<file path="src/rtl/mem_stage_ctrl.sv">
// Purpose : MEM-stage controller: issues EX/MEM loads/stores to a req/ack data memory, resolves branches, owns MEM/WB.
// Latency : combinational request/stall/redirect; MEM/WB and mem_err update on the edge that retires the instruction.
// Backpres: while the memory has not acked, stall holds the upstream pipe and MEM/WB receives a bubble.
//
// Ports
//   clk, rst               clock, synchronous active-high reset
//   i_*_MEM                EX/MEM pipeline register fields (branch target, ALU result/address,
//                          zero flag, store data, destination register, control bits)
//   o_dm_req/o_dm_we       data-memory request and direction (1 = write)
//   o_dm_addr/o_dm_wdata   byte address and store data, straight from EX/MEM
//   i_dm_rdata/i_dm_ack    read data and completion strobe (ack may coincide with the request)
//   o_stall                hold PC, IF/ID, ID/EX and EX/MEM this cycle
//   o_pc_src/o_pc_target   fetch redirect for a taken branch
//   o_flush                clear IF/ID, ID/EX, EX/MEM (same as o_pc_src)
//   o_mem_err              one-cycle pulse after a misaligned access or a memory timeout
//   o_*_WB                 MEM/WB pipeline register
module mem_stage_ctrl #(
  parameter int TIMEOUT = 16
) (
  input  logic        clk,
  input  logic        rst,
  input  logic [31:0] i_pc_branch_MEM,
  input  logic [31:0] i_alu_MEM,
  input  logic        i_zero_MEM,
  input  logic [31:0] i_writedata_MEM,
  input  logic [4:0]  i_rd_MEM,
  input  logic        i_branch_MEM,
  input  logic        i_memread_MEM,
  input  logic        i_memwrite_MEM,
  input  logic        i_memtoreg_MEM,
  input  logic        i_regwrite_MEM,
  output logic        o_dm_req,
  output logic        o_dm_we,
  output logic [31:0] o_dm_addr,
  output logic [31:0] o_dm_wdata,
  input  logic [31:0] i_dm_rdata,
  input  logic        i_dm_ack,
  output logic        o_stall,
  output logic        o_pc_src,
  output logic [31:0] o_pc_target,
  output logic        o_flush,
  output logic        o_mem_err,
  output logic [31:0] o_alu_WB,
  output logic [31:0] o_readdata_WB,
  output logic [4:0]  o_rd_WB,
  output logic        o_regwrite_WB,
  output logic        o_memtoreg_WB
);

  localparam int CW = $clog2(TIMEOUT + 1);
  localparam logic [CW-1:0] LAST_CNT = CW'(TIMEOUT - 1);

  typedef enum logic {
    S_IDLE = 1'b0,
    S_WAIT = 1'b1
  } state_t;

  // MEM/WB register contents kept together as one packed word
  typedef struct packed {
    logic [31:0] alu;
    logic [31:0] readdata;
    logic [4:0]  rd;
    logic        regwrite;
    logic        memtoreg;
  } memwb_t;

  state_t          r_state;
  state_t          w_state_nxt;
  logic [CW-1:0]   r_wait_cnt;
  logic [CW-1:0]   w_wait_cnt_nxt;
  memwb_t          r_memwb;
  logic            r_mem_err;

  logic            w_acc;
  logic            w_mis;
  logic            w_dm_req;
  logic            w_tmo;
  logic            w_stall;
  logic            w_rd_ack;

  assign w_acc = i_memread_MEM | i_memwrite_MEM;
  assign w_mis = w_acc & (i_alu_MEM[1:0] != 2'b00);

  // Next-state and request/timeout decode
  always_comb begin
    w_state_nxt    = r_state;
    w_wait_cnt_nxt = '0;
    w_dm_req       = 1'b0;
    w_tmo          = 1'b0;
    case (r_state)
      S_IDLE: begin
        // Misaligned accesses never reach the memory
        w_dm_req = w_acc & ~w_mis;
        if (w_dm_req & ~i_dm_ack) begin
          w_state_nxt = S_WAIT;
        end
      end
      S_WAIT: begin
        w_dm_req = 1'b1;
        // An ack in the last allowed cycle still completes normally
        w_tmo    = ~i_dm_ack & (r_wait_cnt == LAST_CNT);
        if (i_dm_ack | w_tmo) begin
          w_state_nxt = S_IDLE;
        end else begin
          w_wait_cnt_nxt = r_wait_cnt + CW'(1);
        end
      end
      default: begin
        w_state_nxt = S_IDLE;
      end
    endcase
  end

  // Timeout releases the stall so the aborted instruction leaves EX/MEM this cycle
  assign w_stall  = w_dm_req & ~i_dm_ack & ~w_tmo;
  // Write wins when both control bits are set, so only a pure read captures data
  assign w_rd_ack = w_dm_req & i_dm_ack & i_memread_MEM & ~i_memwrite_MEM;

  always_ff @(posedge clk) begin
    if (rst) begin
      r_state    <= S_IDLE;
      r_wait_cnt <= '0;
    end else begin
      r_state    <= w_state_nxt;
      r_wait_cnt <= w_wait_cnt_nxt;
    end
  end

  always_ff @(posedge clk) begin
    if (rst) begin
      r_memwb <= '0;
    end else if (w_stall) begin
      // Bubble into write-back; payload fields hold
      r_memwb.regwrite <= 1'b0;
      r_memwb.memtoreg <= 1'b0;
    end else begin
      r_memwb.alu      <= i_alu_MEM;
      r_memwb.rd       <= i_rd_MEM;
      r_memwb.memtoreg <= i_memtoreg_MEM;
      r_memwb.regwrite <= i_regwrite_MEM & ~w_mis & ~w_tmo;
      if (w_rd_ack) begin
        r_memwb.readdata <= i_dm_rdata;
      end
    end
  end

  // Reset during WAIT clears this too, so an aborted request reports nothing
  always_ff @(posedge clk) begin
    if (rst) begin
      r_mem_err <= 1'b0;
    end else begin
      r_mem_err <= w_mis | w_tmo;
    end
  end

  assign o_dm_req      = w_dm_req;
  assign o_dm_we       = i_memwrite_MEM;
  assign o_dm_addr     = i_alu_MEM;
  assign o_dm_wdata    = i_writedata_MEM;
  assign o_stall       = w_stall;
  assign o_pc_src      = i_branch_MEM & i_zero_MEM & ~w_stall;
  assign o_flush       = o_pc_src;
  assign o_pc_target   = i_pc_branch_MEM;
  assign o_mem_err     = r_mem_err;
  assign o_alu_WB      = r_memwb.alu;
  assign o_readdata_WB = r_memwb.readdata;
  assign o_rd_WB       = r_memwb.rd;
  assign o_regwrite_WB = r_memwb.regwrite;
  assign o_memtoreg_WB = r_memwb.memtoreg;

endmodule

</file>
<file path="config.mk">
export PLATFORM = sky130hd
export DESIGN_NAME = mem_stage_ctrl
export DESIGN_NICKNAME = d
export VERILOG_FILES = /design/src/rtl/mem_stage_ctrl.sv
export SDC_FILE = /design/constraint.sdc
export NUM_CORES = 1
export LEC_CHECK = 0
export ABC_AREA = 1
export CAP_MARGIN = 10
export CELL_PAD_IN_SITES_DETAIL_PLACEMENT = 1
export CELL_PAD_IN_SITES_GLOBAL_PLACEMENT = 1
export CORE_MARGIN = 2
export CORE_UTILIZATION = 20
export CTS_BUF_LIST = sky130_fd_sc_hd__clkbuf_8
export DETAILED_ROUTE_END_ITERATION = 10
export PLACE_DENSITY = 0.81
export SLEW_MARGIN = 10
export SYNTH_ARGS = -nofsm -noshare
export SYNTH_HDL_FRONTEND = slang
export SYNTH_SLANG_ARGS = --single-unit
export TNS_END_PERCENT = 30
</file>
<file path="constraint.sdc">
create_clock -name clk -period 1.73 [get_ports clk]
set_input_delay 0.346 -clock clk [delete_from_list [all_inputs] [get_ports clk]]
set_output_delay 0.346 -clock clk [all_outputs]
set_load 0.01 [all_outputs]
</file>
==> results.py <==
metrics = {
    "min_path": {
        "worst_hold_startpoint": "r_wait_cnt[3]",
        "hold_removal_path_class": "flop to flop",
        "hold_worst_path_end": "r_wait_cnt[3]",
        "worstHoldPathCells": 2,
    },
    "place": {
        "dp_hpwl_um": 8440,
        "finalWeightedCongestion": 0.674,
        "io_buffer_count": 186,
        "detailed_place.area_um2": 5470,
    },
    "critical_path": {
        "worstSetupStartpoint": "r_wait_cnt[0]",
        "critical_path.most_common_cell": "sky130_fd_sc_hd__nand2_2",
        "path_delay_family": "flip-flops",
        "reg2reg_setup_slack_ns": -0.01,
        "worstPathMaxFanout": 2,
        "peak_per_stage_delay_on_the_critical_path_ns": 0.36,
        "cp_slowest_cell": "sky130_fd_sc_hd__dfxtp_2",
        "critical_path_buf_inv_count": 2,
        "rr_startpoint": "r_wait_cnt[0]",
        "worst_setup_path_end_kind": "output port",
        "critical_path.cell_chain": "ha_4 -> nand2_2 -> nor2_2 -> ha_2 -> a21oi_4 -> nand2_2 -> inv_4 -> nor2_4 -> buf_6",
        "worst-endpoint-arrival_ns": 1.62,
        "worstPathRequired_ns": 1.38,
        "timing.rr.end": "o_regwrite_WB",
        "rr_worst_depth": 9,
        "setup_cp_type": "flop to output port",
        "startpoint_type": "flop",
    },
    "global_routing": {
        "first_pass_grt_wire_length_um": 17900,
        "total_routing_usage_gr": 0.109,
        "grt_max_degree": 71,
        "grt_overflow": 0,
        "grt_antenna_before_repair": 0,
        "via_count_of_the_first_global_routing_pass": 3641,
    },
    "logic_synthesis": {
        "syn_nets": 671,
        "leading_cell_types_by_total_area_after_synthesis": "sky130_fd_sc_hd__dfxtp_1, sky130_fd_sc_hd__buf_4, sky130_fd_sc_hd__nand3_1",
        "synth_compound_gate_area_share": 0.0442,
        "ys.flop_type": "sky130_fd_sc_hd__dfxtp_1",
        "synth_area_um2": 3960,
        "synth.avg_cell_area_um2": 7.52,
        "synth_edf_count": 0,
        "yosys-mux-area-fraction": 0,
        "count_of_synthesis_stage_warnings_from_yosys": 0,
        "postSynthCellCount": 527,
        "distinct_cell_type_count_after_synthesis": 18,
        "synthMostInstantiatedCell": "sky130_fd_sc_hd__buf_4",
        "synth_async_sr_flop_share": 0,
        "yosys_register_bits": 78,
        "synth-adder-area-share": 0.00631,
        "synth.yosys.seq_area_share": 0.394,
        "synthSimpleGateAreaFrac": 0.273,
        "synth_top_family_by_area": "buffers and inverters",
        "synth.top_cell.area_share": 0.394,
        "synth.largest_area_cell": "sky130_fd_sc_hd__dfxtp_1",
        "synth_top_cells_by_count": "sky130_fd_sc_hd__buf_4, sky130_fd_sc_hd__dfxtp_1, sky130_fd_sc_hd__nand2_1",
        "post_synth_xor_area_fraction": 0,
    },
    "sta": {
        "number_of_failing_hold_endpoints_at_the_final_stage": 0,
        "final-setup-viol-count": 6,
        "grt_setup_unrepaired": "true",
        "hold_ws_ns": 0.467,
        "worst_slew_pin_slew_ns": 0.694,
        "finalClockSkew_ns": 0.0150,
        "timing.fmax_mhz": 509,
        "timing.slew.headroom": 0.537,
        "post-route-min-period_ns": 1.96,
        "layout_setup_ws_ns": -0.233,
        "period_share": 1.13,
        "totalNegativeSetupSlack_ns": -0.690,
        "final_slew_violations": 0,
    },
    "route": {
        "routedWlPerCell_um": 13.2,
        "drt_pass1_iterations": 4,
        "route.antenna.remaining_nets": 0,
        "total_number_of_vias": 3675,
        "detail_route.drc_violations": 0,
        "dr.first_iter.drc_count": 93,
        "routed_wl_um": 11700,
        "via_per_inst": 4.14,
    },
    "power_and_ir_drop": {
        "p_switching_mw": 1.16,
        "switching_share": 0.255,
        "power_report.internal_total_mw": 3.37,
        "worst_ir_drop_vdd_mv": 0.453,
        "p_comb_frac": 0.185,
        "share_seq_of_total_power": 0.424,
        "p_per_area_nw_per_um2": 783,
        "totalPowerFinal_mw": 4.52,
        "static-leakage-power_nw": 2.55,
        "power.share.clock": 0.391,
    },
    "outcome": {
        "outcome": "finished, violations left",
        "violations_in_the_final_reports": "setup timing",
    },
    "layout": {
        "post-route-cell-area_um2": 5770,
        "antenna_cells": 0,
        "drive_above_1_share": 0.105,
        "postLayoutCoreUtil": 0.297,
        "reg_area_um2": 1560,
        "layout.nets": 761,
        "filler_cell_count": 2325,
        "area_delta_synth_final_pct": 45.6,
        "multi_input_comb_area_um2": 1340,
    },
    "clock_tree": {
        "total_cts_buffers": 9,
        "insertion_delay_ns": 0.36,
        "number_of_sinks_handled_by_clock_tree_synthesis": 78,
        "cts_buffer_depth": 2,
        "cts_max_level": 3,
        "clk_transition_reported_paths_ns": 0.08,
        "tritoncts": "built",
        "number_of_hold_buffers_added_after_cts": 0,
        "ctsRootBufferMaster": "sky130_fd_sc_hd__clkbuf_8",
    },
    "floorplan": {
        "core_area_um2": 19500,
        "die-height_um": 145,
        "row_count": 51,
        "floorplan.initialDensity": 0.204,
        "dieArea_um2": 21000,
        "ports_placed_on_the_boundary": 315,
        "dieWidth_um": 145,
    },
    "run": {
        "max-cap-violations": 0,
    },
}
worst max-delay path by stage:
stage,end,cells past startpoint
after CTS,o_flush,9
final,o_flush,9
after global placement,o_pc_src,9
after global routing,o_flush,9
after detailed placement,o_flush,9
after floorplan,o_pc_src,10
power by group through the flow:
stage	registers [mW]	logic, mW	clock network (mW)
final	1.92	0.836	1.77
after global routing	1.93	0.916	1.92
after CTS	1.92	0.859	1.88
after detailed placement	1.96	0.863	0
after global placement	1.96	0.855	0
after floorplan	2.00	0.505	0
worst reg2reg max path: stages, from the launching register on:
cell and delay [ns]:
sky130_fd_sc_hd__dfxtp_2 0.36, sky130_fd_sc_hd__ha_4 0.14, sky130_fd_sc_hd__nand2_2 0.05, sky130_fd_sc_hd__nor2_2 0.10, sky130_fd_sc_hd__ha_2 0.22, sky130_fd_sc_hd__a21oi_4 0.07
sky130_fd_sc_hd__nand2_2 0.09, sky130_fd_sc_hd__buf_4 0.39, sky130_fd_sc_hd__nand2_1 0.16, sky130_fd_sc_hd__nor2_1 0.12
area by class of cell:
| class | count | area share |
|---|---|---|
| Clock inverter | 5 | 0.0182 |
| Tap cell | 265 | 0.0574 |
| Inverter | 43 | 0.0286 |
| Clock buffer | 11 | 0.0262 |
| Sequential cell | 78 | 0.271 |
| Multi-Input combinational cell | 272 | 0.231 |
| Timing Repair Buffer | 213 | 0.367 |
layer usage:
| layer | track usage | wire length, µm |
|---|---|---|
| met5 | 0 | 0 |
| met4 | 0.0583 | 328 |
| met3 | 0.0441 | 1110 |
| met2 | 0.180 | 5330 |
| met1 | 0.120 | 4920 |
logic make-up (layout without fill, tap and decap cells):
logic type,after synthesis,after routing
simple gates,235,235
buf+inv,177,272
flops,78,78
compound gates,35,35
fa+ha+maj,2,2
cell usage in the layout, fill, tap and decap left out, types with 4 or more instances in the layout:
cell type | netlist | final
sky130_fd_sc_hd__nand3_1 | 70 | 70
sky130_fd_sc_hd__dfxtp_1 | 78 | 76
sky130_fd_sc_hd__a21oi_1 | 35 | 34
sky130_fd_sc_hd__nand2_1 | 78 | 74
sky130_fd_sc_hd__buf_4 | 101 | 23
sky130_fd_sc_hd__clkdlybuf4s50_1 | 0 | 151
sky130_fd_sc_hd__nor2_1 | 44 | 41
sky130_fd_sc_hd__clkbuf_8 | 0 | 11
sky130_fd_sc_hd__inv_1 | 42 | 39
sky130_fd_sc_hd__dlymetal6s2s_1 | 0 | 16
sky130_fd_sc_hd__dlygate4sd2_1 | 0 | 15
sky130_fd_sc_hd__nand2_2 | 1 | 4
sky130_fd_sc_hd__nand4_1 | 39 | 39
repair_timing:
item	CTS	global route
setup endpoints to repair	90	91
pin swaps	5	3
buffers inserted	3	0
gates resized for setup	43	17
endpoints found under the hold margin	0	0
registers in the layout (all words and copies together) (netlist names):
register,cells
r_wait_cnt,5
o_memtoreg_WB,1
o_mem_err,1
o_rd_WB,5
o_alu_WB,32
r_state,1
o_readdata_WB,32
o_regwrite_WB,1
per-stage QoR:
stage | std cells | setup slack, ns
detailed placement | 870 | -0.579
floorplan | 527 | -0.00654
finish | 887 | -0.233
CTS | 887 | -0.323
global placement | 870 | -0.520
global route | 887 | -0.367
(Power assumes the default switching activity.)
